### src/rtl/mips_bus_mem_unit_if.sv
// Avalon-MM master port bundle between the memory unit and the system bus.
// Latency: none, pure wiring.
// Backpressure: slave stalls the master by holding waitrequest high.
interface mips_bus_mem_unit_if;
    logic [31:0] address;
    logic        read;
    logic        write;
    logic [31:0] writedata;
    logic [3:0]  byteenable;
    logic        waitrequest;
    logic [31:0] readdata;

    modport master (
        output address, read, write, writedata, byteenable,
        input  waitrequest, readdata
    );

    modport slave (
        input  address, read, write, writedata, byteenable,
        output waitrequest, readdata
    );
endinterface

### src/rtl/mips_bus_mem_unit.sv
// Memory unit: arbitrates fetch vs data onto one Avalon bus, steers lanes, extends/merges loads.
// Latency: req seen in IDLE at N, strobe at N+1, done at N+2 with zero wait states.
// Backpressure: strobes held while waitrequest=1; aborts with err after WAIT_LIMIT stalled cycles.
module mips_bus_mem_unit #(
    parameter int WAIT_LIMIT = 16,
    parameter int CNT_W      = 8
) (
    input  logic        clk,
    input  logic        reset,
    input  logic        fetch_req,
    input  logic [31:0] fetch_addr,
    output logic        fetch_done,
    output logic [31:0] fetch_instr,
    output logic        fetch_err,
    input  logic        mem_req,
    input  logic        mem_we,
    input  logic [1:0]  mem_size,
    input  logic        mem_signed,
    input  logic [31:0] mem_addr,
    input  logic [31:0] mem_wdata,
    input  logic [31:0] mem_rt_old,
    output logic        mem_done,
    output logic [31:0] mem_rdata,
    output logic        mem_err,
    output logic        busy,
    mips_bus_mem_unit_if.master bus
);
    typedef enum logic [1:0] {IDLE, BUS, RESP} state_t;

    localparam logic [CNT_W-1:0] LIMIT_M1 = CNT_W'(WAIT_LIMIT - 1);

    state_t state_q, state_d;

    // Operands of the accepted request
    logic             own_mem_q, we_q, sgn_q;
    logic [1:0]       size_q, off_q;
    logic [31:0]      rt_q;
    logic [CNT_W-1:0] wait_cnt_q;

    // Registered outputs and their next values
    logic [31:0] address_q, address_d, wd_q, wd_d;
    logic [3:0]  be_q, be_d;
    logic        read_q, read_d, write_q, write_d;
    logic        fetch_done_q, fetch_done_d, fetch_err_q, fetch_err_d;
    logic        mem_done_q, mem_done_d, mem_err_q, mem_err_d;
    logic [31:0] fetch_instr_q, fetch_instr_d, mem_rdata_q, mem_rdata_d;

    // Accept-side decode
    logic        take_any, acc_bad, acc_we;
    logic [31:0] acc_addr, acc_wd;
    logic [3:0]  acc_be;
    logic        timeout;

    // Load extension and LWL/LWR merge; b is the byte offset within the word
    function automatic logic [31:0] load_result(input logic [31:0] rd, input logic [1:0] size,
                                                input logic sgn, input logic [1:0] b,
                                                input logic [31:0] rt);
        logic [4:0]  sh_b, sh_l;
        logic [7:0]  byte_v;
        logic [15:0] half_v;
        logic [31:0] res;
        sh_b   = {b, 3'b000};
        sh_l   = {~b, 3'b000};
        byte_v = 8'(rd >> sh_b);
        half_v = b[1] ? rd[31:16] : rd[15:0];
        case (size)
            2'd0:    res = {{24{sgn & byte_v[7]}}, byte_v};
            2'd1:    res = {{16{sgn & half_v[15]}}, half_v};
            2'd2:    res = rd;
            default: res = sgn ? ((rd >> sh_b) | (rt & ~(32'hFFFF_FFFF >> sh_b)))
                               : ((rd << sh_l) | (rt & ~(32'hFFFF_FFFF << sh_l)));
        endcase
        return res;
    endfunction

    assign timeout = (WAIT_LIMIT != 0) && (wait_cnt_q == LIMIT_M1);

    // Decode the request that IDLE would accept this cycle (data wins)
    always_comb begin
        take_any = mem_req | fetch_req;
        acc_addr = mem_req ? mem_addr : fetch_addr;
        acc_we   = mem_req & mem_we;
        acc_bad  = 1'b0;
        acc_be   = 4'b1111;
        acc_wd   = 32'h0;
        if (mem_req) begin
            case (mem_size)
                2'd1:    acc_bad = mem_addr[0];
                2'd2:    acc_bad = (mem_addr[1:0] != 2'b00);
                2'd3:    acc_bad = mem_we;
                default: acc_bad = 1'b0;
            endcase
            if (mem_we) begin
                case (mem_size)
                    2'd0: begin
                        acc_be = 4'b0001 << mem_addr[1:0];
                        acc_wd = {4{mem_wdata[7:0]}};
                    end
                    2'd1: begin
                        acc_be = mem_addr[1] ? 4'b1100 : 4'b0011;
                        acc_wd = {2{mem_wdata[15:0]}};
                    end
                    default: begin
                        acc_be = 4'b1111;
                        acc_wd = mem_wdata;
                    end
                endcase
            end
        end else begin
            acc_bad = (fetch_addr[1:0] != 2'b00);
        end
    end

    // State register and registered outputs
    always_ff @(posedge clk) begin
        if (reset) begin
            state_q       <= IDLE;
            address_q     <= 32'h0;
            wd_q          <= 32'h0;
            be_q          <= 4'b0000;
            read_q        <= 1'b0;
            write_q       <= 1'b0;
            fetch_done_q  <= 1'b0;
            fetch_err_q   <= 1'b0;
            fetch_instr_q <= 32'h0;
            mem_done_q    <= 1'b0;
            mem_err_q     <= 1'b0;
            mem_rdata_q   <= 32'h0;
        end else begin
            state_q       <= state_d;
            address_q     <= address_d;
            wd_q          <= wd_d;
            be_q          <= be_d;
            read_q        <= read_d;
            write_q       <= write_d;
            fetch_done_q  <= fetch_done_d;
            fetch_err_q   <= fetch_err_d;
            fetch_instr_q <= fetch_instr_d;
            mem_done_q    <= mem_done_d;
            mem_err_q     <= mem_err_d;
            mem_rdata_q   <= mem_rdata_d;
        end
    end

    // Next-state: bad requests skip the bus, bus ends on ready or timeout, RESP lasts one cycle
    always_comb begin
        state_d = state_q;
        case (state_q)
            IDLE:    if (take_any) state_d = acc_bad ? RESP : BUS;
            BUS:     if (!bus.waitrequest || timeout) state_d = RESP;
            RESP:    state_d = IDLE;
            default: state_d = IDLE;
        endcase
    end

    // Next output values; done/err are single-cycle, bus fields hold while stalled
    always_comb begin
        address_d     = address_q;
        wd_d          = wd_q;
        be_d          = be_q;
        read_d        = read_q;
        write_d       = write_q;
        fetch_instr_d = fetch_instr_q;
        mem_rdata_d   = mem_rdata_q;
        fetch_done_d  = 1'b0;
        fetch_err_d   = 1'b0;
        mem_done_d    = 1'b0;
        mem_err_d     = 1'b0;
        case (state_q)
            IDLE: begin
                if (take_any && acc_bad) begin
                    mem_done_d   = mem_req;
                    mem_err_d    = mem_req;
                    fetch_done_d = !mem_req;
                    fetch_err_d  = !mem_req;
                    if (mem_req) mem_rdata_d = 32'h0;
                end else if (take_any) begin
                    address_d = {acc_addr[31:2], 2'b00};
                    read_d    = !acc_we;
                    write_d   = acc_we;
                    be_d      = acc_be;
                    wd_d      = acc_wd;
                end
            end
            BUS: begin
                if (!bus.waitrequest || timeout) begin
                    read_d       = 1'b0;
                    write_d      = 1'b0;
                    mem_done_d   = own_mem_q;
                    fetch_done_d = !own_mem_q;
                    mem_err_d    = own_mem_q & bus.waitrequest;
                    fetch_err_d  = !own_mem_q & bus.waitrequest;
                    if (own_mem_q)
                        mem_rdata_d = (we_q || bus.waitrequest) ? 32'h0
                                    : load_result(bus.readdata, size_q, sgn_q, off_q, rt_q);
                    else if (!bus.waitrequest)
                        fetch_instr_d = bus.readdata;
                end
            end
            default: ;
        endcase
    end

    // Latch accepted operands and count stalled bus cycles
    always_ff @(posedge clk) begin
        if (reset) begin
            own_mem_q  <= 1'b0;
            we_q       <= 1'b0;
            sgn_q      <= 1'b0;
            size_q     <= 2'd0;
            off_q      <= 2'd0;
            rt_q       <= 32'h0;
            wait_cnt_q <= '0;
        end else if (state_q == IDLE) begin
            wait_cnt_q <= '0;
            if (take_any) begin
                own_mem_q <= mem_req;
                we_q      <= acc_we;
                sgn_q     <= mem_signed;
                size_q    <= mem_req ? mem_size : 2'd2;
                off_q     <= acc_addr[1:0];
                rt_q      <= mem_rt_old;
            end
        end else if (state_q == BUS && bus.waitrequest) begin
            wait_cnt_q <= wait_cnt_q + 1'b1;
        end
    end

    assign busy           = (state_q != IDLE);
    assign fetch_done     = fetch_done_q;
    assign fetch_err      = fetch_err_q;
    assign fetch_instr    = fetch_instr_q;
    assign mem_done       = mem_done_q;
    assign mem_err        = mem_err_q;
    assign mem_rdata      = mem_rdata_q;
    assign bus.address    = address_q;
    assign bus.read       = read_q;
    assign bus.write      = write_q;
    assign bus.writedata  = wd_q;
    assign bus.byteenable = be_q;
endmodule
### src/flat_wrapper.sv
// flat-port wrapper written by rule: the top's interface ports become plain ports
module mips_bus_mem_unit_flat 
#(
    parameter int WAIT_LIMIT = 16,
    parameter int CNT_W      = 8
)
  (clk, reset, fetch_req, fetch_addr, fetch_done, fetch_instr, fetch_err, mem_req, mem_we, mem_size, mem_signed, mem_addr, mem_wdata, mem_rt_old, mem_done, mem_rdata, mem_err, busy, bus_address, bus_read, bus_write, bus_writedata, bus_byteenable, bus_waitrequest, bus_readdata);
  mips_bus_mem_unit_if bus_i ();
  input  logic clk;
  input  logic reset;
  input  logic fetch_req;
  input  logic [31:0] fetch_addr;
  output logic fetch_done;
  output logic [31:0] fetch_instr;
  output logic fetch_err;
  input  logic mem_req;
  input  logic mem_we;
  input  logic [1:0] mem_size;
  input  logic mem_signed;
  input  logic [31:0] mem_addr;
  input  logic [31:0] mem_wdata;
  input  logic [31:0] mem_rt_old;
  output logic mem_done;
  output logic [31:0] mem_rdata;
  output logic mem_err;
  output logic busy;
  output wire logic [$bits(bus_i.address)-1:0] bus_address;
  output wire logic [$bits(bus_i.read)-1:0] bus_read;
  output wire logic [$bits(bus_i.write)-1:0] bus_write;
  output wire logic [$bits(bus_i.writedata)-1:0] bus_writedata;
  output wire logic [$bits(bus_i.byteenable)-1:0] bus_byteenable;
  input wire logic [$bits(bus_i.waitrequest)-1:0] bus_waitrequest;
  input wire logic [$bits(bus_i.readdata)-1:0] bus_readdata;
  assign bus_address = bus_i.address;
  assign bus_read = bus_i.read;
  assign bus_write = bus_i.write;
  assign bus_writedata = bus_i.writedata;
  assign bus_byteenable = bus_i.byteenable;
  assign bus_i.waitrequest = bus_waitrequest;
  assign bus_i.readdata = bus_readdata;
  mips_bus_mem_unit #(.WAIT_LIMIT(WAIT_LIMIT), .CNT_W(CNT_W)) u_core (.clk(clk), .reset(reset), .fetch_req(fetch_req), .fetch_addr(fetch_addr), .fetch_done(fetch_done), .fetch_instr(fetch_instr), .fetch_err(fetch_err), .mem_req(mem_req), .mem_we(mem_we), .mem_size(mem_size), .mem_signed(mem_signed), .mem_addr(mem_addr), .mem_wdata(mem_wdata), .mem_rt_old(mem_rt_old), .mem_done(mem_done), .mem_rdata(mem_rdata), .mem_err(mem_err), .busy(busy), .bus(bus_i));
endmodule
### config.mk
export PLATFORM = sky130hd
export DESIGN_NAME = mips_bus_mem_unit_flat
export DESIGN_NICKNAME = d
export VERILOG_FILES = /design/src/rtl/mips_bus_mem_unit_if.sv /design/src/rtl/mips_bus_mem_unit.sv /design/src/flat_wrapper.sv
export SDC_FILE = /design/constraint.sdc
export NUM_CORES = 1
export LEC_CHECK = 0
export BUFFER_PORTS_ARGS = -buffer_cell sky130_fd_sc_hd__buf_2
export CAP_MARGIN = 0
export CORE_ASPECT_RATIO = 1.5
export CORE_UTILIZATION = 55
export DETAILED_ROUTE_END_ITERATION = 10
export MAX_ROUTING_LAYER = met4
export PLACE_DENSITY = 0.89
export SYNTH_ARGS = -nofsm -noshare
export SYNTH_HDL_FRONTEND = slang
export SYNTH_SLANG_ARGS = --single-unit
### constraint.sdc
create_clock -name clk -period 3.6 [get_ports clk]
set_input_delay 1.08 -clock clk [delete_from_list [all_inputs] [get_ports clk]]
set_output_delay 1.08 -clock clk [all_outputs]
set_load 0.005 [all_outputs]
==> results of run 1 <==
## cell families (layout without fill, tap and decap cells)
logic type	Yosys count	after routing	share of synthesized area (%)
DFF	185	185	39.8
and+or+nand+nor	408	408	18.9
adders and majority gates	1	1	0.134
buffers and inverters	105	365	5.46
AOI/OAI and AO/OA	296	296	21.8
muxes	100	100	13.3
xor gates and xnor gates	5	5	0.471
other	1	8	0.0403
## per-stage QoR
step	util [%]	instances	total power [mW]	setup WS (ps)	cell area (sq um)
6_report	69.6	1574	5.37	1060	11400
5_1_grt	69.6	1574	5.58	938	11400
4_1_cts	69.5	1568	5.36	1080	11400
3_5_place_dp	65.9	1536	3.49	630	10800
3_3_place_gp	65.9	1536	3.46	740	10800
2_1_floorplan	-	1102	3.09	1100	9310
## registers in the layout, summed over array words and instances (netlist names)
register               flops
u_core.off_q               2
u_core.bus.address        30
u_core.bus.byteenable      4
u_core.wait_cnt_q          8
u_core.own_mem_q           1
u_core.mem_rdata          32
u_core.mem_err             1
u_core.bus.read            1
u_core.fetch_err           1
u_core.state_q             2
u_core.mem_done            1
u_core.fetch_instr        32
u_core.bus.write           1
u_core.bus.writedata      32
u_core.sgn_q               1
u_core.rt_q               32
u_core.we_q                1
u_core.fetch_done          1
u_core.size_q              2
## critical path: cells and delay by family
family	cells	cell delay [ps]
simple gates	1	60
buf+inv	2	470
compound gates	4	1240
## layout by cell type, fill, tap and decap left out, drive strengths merged, types with 20 or more instances in the layout
| cell type | count |
|---|---|
| buf | 325 |
| mux2i | 72 |
| nand2 | 236 |
| dfxtp | 185 |
| nor2 | 89 |
| a22o | 20 |
| a211oi | 44 |
| o21ai | 37 |
| a32o | 20 |
| a21oi | 116 |
## per-layer routing
| layer | routed length (um) | share of wire (%) | vias up |
|---|---|---|---|
| li1 | - | - | 4418 |
| met1 | 10600 | 35 | 4412 |
| met2 | 15300 | 50 | 567 |
| met3 | 2930 | 9.6 | 120 |
| met4 | 1790 | 5.8 | 0 |
| met5 | 0 | 0 | - |
## cell type report
cell class,count,area [sq um]
multi-input cells,812,5100
fillers,1338,4990
flip-flops and latches,185,3710
repair buffers,325,1720
clock buffers,17,425
well taps,206,258
clock inverters,15,161
inverters,8,30.0
diodes,6,15.0
## final timing paths
check / startpoint / to / slack, ps / depth (start not counted)
setup / recovery: mem_size[0] / u_core.bus.address[29] / 1060 / 7
hold / removal: u_core.bus.writedata[13] / u_core.bus.writedata[13] / 450 / 2
setup reg to reg: u_core.off_q[1] / u_core.mem_rdata[22] / 1160 / 5
hold reg to reg: u_core.bus.writedata[13] / u_core.bus.writedata[13] / 450 / 2
## where the power goes
part / switching [mW] / internal, mW / leakage, nW
clock: 0.908 / 0.986 / 0.289
combinational: 0.694 / 0.495 / 3.22
sequential: 0.115 / 2.17 / 1.51
total: 1.72 / 3.65 / 5.02
==> results.md, run 1 <==
- Post-CTS sizing: 0
- Max-cap violations: 0
- Power per cell area: between 400 and 500 nW/um^2
- Worst slew margin relative to its limit: 27.0%
- Netlist cell types: 70
- Global-route wire length before repair: between 40000 and 50000 um
- CTS Sinks: 185
- Fmax: between 0.3 and 0.4 GHz
- Ports: 308
- DRC violation count after routing: 0
- Clock-pin slew on the worst setup and hold paths: 80 ps
- DIE HEIGHT: around 160 um
- Largest net degree at the start of global routing: 141
- VDD IR-drop max: roughly 320 uV
- 1st-pass router iterations: 6
- # setup viols final: 0
- Critical path's largest stage delay: between 500 and 600 ps
- CTS Buffer Depth: 2
- Initial drt markers: approximately 750
- Setup bufs post-CTS: 0
- CTS Root Cell: clkbuf_16
- Primary FF master, synth: dfxtp_1
- Top post-synthesis cells by area: dfxtp_1 40%, nand2_1 9.5%, mux2i_1 7.7%
- GR Util met2: between 60 and 70%
- Grt ovf: 0
- Yosys warns: 0
- TritonCTS Buffers: 17
- Fin. Hold Viols: 0
- Post-synth EDFFs: 0
- Die Wd: 108 um
- DRT Wirelength: 30600 um
- Avg Inst Size Synth: around 8.4 sq um
- Startpoint Class: input port
- CORE AREA: around 16000 sq um
- Cells after Synth: about 1.1k
- Final hold slack: roughly 450 ps
- Met1 usage: 38.3%
- GRT Max-Usage Layer: met2
- Cell Area, Synth: between 9000 and 10000 sq um
- Status: complete, no violations
- Total track usage: 35.9%
- Worst setup EP type: flip-flop
- Die area: 17400 sq um
- Vias: roughly 9.5k
- Layout cell share with drive strength beyond 1: 30.2%
- Final GP Congestion: 0.965
- Grt met3 use: 8.39%
- HP Class: flip-flop to flip-flop
- Worst EP required: about 3900 ps
- Final TNS setup: 0 ps
- Leak pwr: ~5 nW
- Vias/cell: 6.05
- Async SR Flop Fraction: 0%
- PortBufs: slightly above 300
- DP HPWL: 22400 um
- CP Cell Sequence: buf_2 > o21a_1 > o2111ai_4 > o211a_2 > buf_12 > nor2_1 > a211oi_1
- Final net count: ~1.5k
- Initial Utilization: a little under three fifths
- Synth top area share: 39.8%
- Min Tclk post-route: 2540 ps
- Flops & latches, synth: 185
- Row count: 57
- Post-DRT Antenna Nets: 0
- Slowest-stage cell, CP: o211a_2
- Commonest cells post-synth: 236 x nand2_1, 185 x dfxtp_1, 116 x a21oi_1
- Initial antenna violation count: 6
- Synth-to-layout area growth: 22.7%
- Hold-fix buffers, CTS: 0
- H-tree levels: 4
- Cell taking the most area after synthesis: dfxtp_1
- Final number of max-transition violations: 0
- CTS tree: done
- Worst-path fanout max: 40
- Period utilization: a little over two thirds
- CP Class: input port to flip-flop
- Clk_skew: about 13 ps
- Vias in the first global route: about 9.0k
- Worst slew pin tran: around 1100 ps
- Most frequent cell after synthesis: nand2_1
- Clk_lat worst skew: between 400 and 500 ps
- RSZ-0062 raised after global routing: no
- Arr. time, crit path: 2870 ps
- Routed len/inst: between 15 and 20 um
- Sequential area share after synthesis: roughly 40%
(Power assumes the default switching activity.)
==> inputs of run 2 (changes only) <==
- CORE_UTILIZATION: 55 -> 46
- PLACE_DENSITY: 0.89 -> 0.8
- clock period: 3.6 -> 2.2 ns (I/O delays scaled with it)
==> run 2 against run 1 <==
Compared with the run above: clock skew up 2.1 ps; setup slack lost 960 ps; final area up 4.2%; hold slack hardly changed; non-clock buffer count up 43; first-iteration DRC count down 5.9%; via count down 0.15%; die area rose by 19%; largest cell class unchanged; highest routed layer unchanged.
==> results.md, run 2 (same netlist as run 1, synthesis figures left out) <==
- Clk_skew: between 15 and 20 ps
- Initial Utilization: between 40% and 50%
- PortBufs: 305
- HP Class: flip-flop to flip-flop
- Period utilization: between 90% and 100%
- Vias in the first global route: between 8k and 9k
- CORE AREA: slightly below 20000 sq um
- Ports: just over 300
- Arr. time, crit path: 2430 ps
- Fmax: 0.476 GHz
- Fin. Hold Viols: 0
- CTS Root Cell: clkbuf_16
- Worst EP required: roughly 2500 ps
- Row count: 63
- CTS Buffer Depth: 2
- Worst-path fanout max: 10
- Vias/cell: approximately 5.7
- Min Tclk post-route: about 2100 ps
- Grt ovf: 0
- Global-route wire length before repair: about 50000 um
- Worst slew pin tran: around 540 ps
- Psw: about 2.8 mW
- Layout cell share with drive strength beyond 1: between 30% and 40%
- CTS tree: done
- Final hold slack: ~450 ps
- Switching share of power: a little under a third
- CP Class: flip-flop to flip-flop
- Setup bufs post-CTS: 0
- Commonest non-fill, non-tap cell in the layout: buf_2
- Leak pwr: 5.26 nW
- Clock-pin slew on the worst setup and hold paths: 70 ps
- Final net count: ~1.6k
- Die Wd: ~120 um
- Total track usage: a little under a third
- DIE HEIGHT: ~180 um
- TritonCTS Buffers: 17
- Startpoint Class: flip-flop
- Logic gate share of total power: 23.4%
- Placed cell count: about 1.6k
- Final GP Congestion: 0.971
- Clk network pwr share: 35.2%
- Flop pwr share: between 40% and 50%
- Final TNS setup: 0 ps
- Hold-fix buffers, CTS: 0
- Post-DRT Antenna Nets: 0
- Initial drt markers: 701
- 1st-pass router iterations: 5
- Status: complete, no violations
- Worst slew margin relative to its limit: 63.8%
- DRT Wirelength: 32200 um
- Worst setup EP type: flip-flop
- Pint: roughly 6.2 mW
- DP HPWL: roughly 25000 um
- Vias: roughly 9.5k
- Die area: 20800 sq um
- Clk_lat worst skew: 440 ps
- CTS Sinks: 185
- Max-cap violations: 0
- DRC violation count after routing: 0
- Final number of max-transition violations: 0
- Routed len/inst: 19.3 um
- # setup viols final: 0
- Flop2flop setup slack: approximately 100 ps
- Most frequent cells in the layout: 304 x buf_2, 236 x nand2_1, 183 x dfxtp_1
- RSZ-0062 raised after global routing: no
- Final non-filler cell total: roughly 1.7k
- Largest net degree at the start of global routing: between 80 and 90
- VDD IR-drop max: between 400 and 500 uV
- Synth-to-layout area growth: 27.9%
- Initial antenna violation count: 4
- H-tree levels: 4
- Post-CTS sizing: 0
- Power per cell area: 756 nW/um^2
run 2: cell types whose count changed in the layout (fill, tap and decap cells not counted), moves of 2 or more:
cell | previous run | this run
inv_8 | 4 | 1
inv_6 | 3 | 6
buf_4 | 18 | 55
clkbuf_8 | 0 | 2
buf_12 | 3 | 9
diode_2 | 6 | 4
run 2: metal layers:
layer	share of wire (%)	wire length [um]	global-route usage, %	up-vias
met3	6.8	2200	5.75	80
met4	5.0	1610	17.9	0
met1	38	12200	34.6	4430
met2	50	16200	53.7	478
met5	0	0	-	-
li1	-	-	-	4515
run 2: final cells by class:
class                           count  area, sq um
Timing Repair Buffer              368         2110
Clock inverter                     13          154
Sequential cell                   185         3710
Antenna cell                        4         10.0
Fill cell                        1791         7890
Inverter                            8         30.0
Tap cell                          260          325
Clock buffer                       19          453
Multi-Input combinational cell    812         5100
run 2: final timing paths:
path / startpoint / end / cells after the start
max: u_core.off_q[0] / u_core.mem_rdata[14] / 5
min: u_core.rt_q[7] / u_core.rt_q[7] / 2
max reg2reg: u_core.off_q[0] / u_core.mem_rdata[14] / 5
min reg2reg: u_core.rt_q[7] / u_core.rt_q[7] / 2
run 2: power by group through the flow:
stage	Combinational, mW	Sequential (mW)	Clock [mW]
finish	2.10	3.72	3.17
global route	2.28	3.74	3.37
CTS	2.09	3.72	3.22
detailed placement	2.08	3.80	0
global placement	2.05	3.79	0
floorplan	1.32	3.74	0
run 2: critical path: stages, from the launching register on:
cell	delay [ps]
dfxtp_2	510
buf_4	260
mux4_2	510
a21oi_1	350
nand2_1	110
a32o_1	260
run 2: stage by stage:
| step | instance area, sq um | worst slack (ps) | util, % | total power, mW |
|---|---|---|---|---|
| 2_1_floorplan | 9310 | 125 | - | 5.06 |
| 3_3_place_gp | 11300 | 44.7 | 57.0 | 5.84 |
| 3_5_place_dp | 11300 | 15.8 | 57.0 | 5.87 |
| 4_1_cts | 11900 | 155 | 60.1 | 9.03 |
| 5_1_grt | 11900 | 33.6 | 60.1 | 9.40 |
| 6_report | 11900 | 100 | 60.1 | 9.00 |
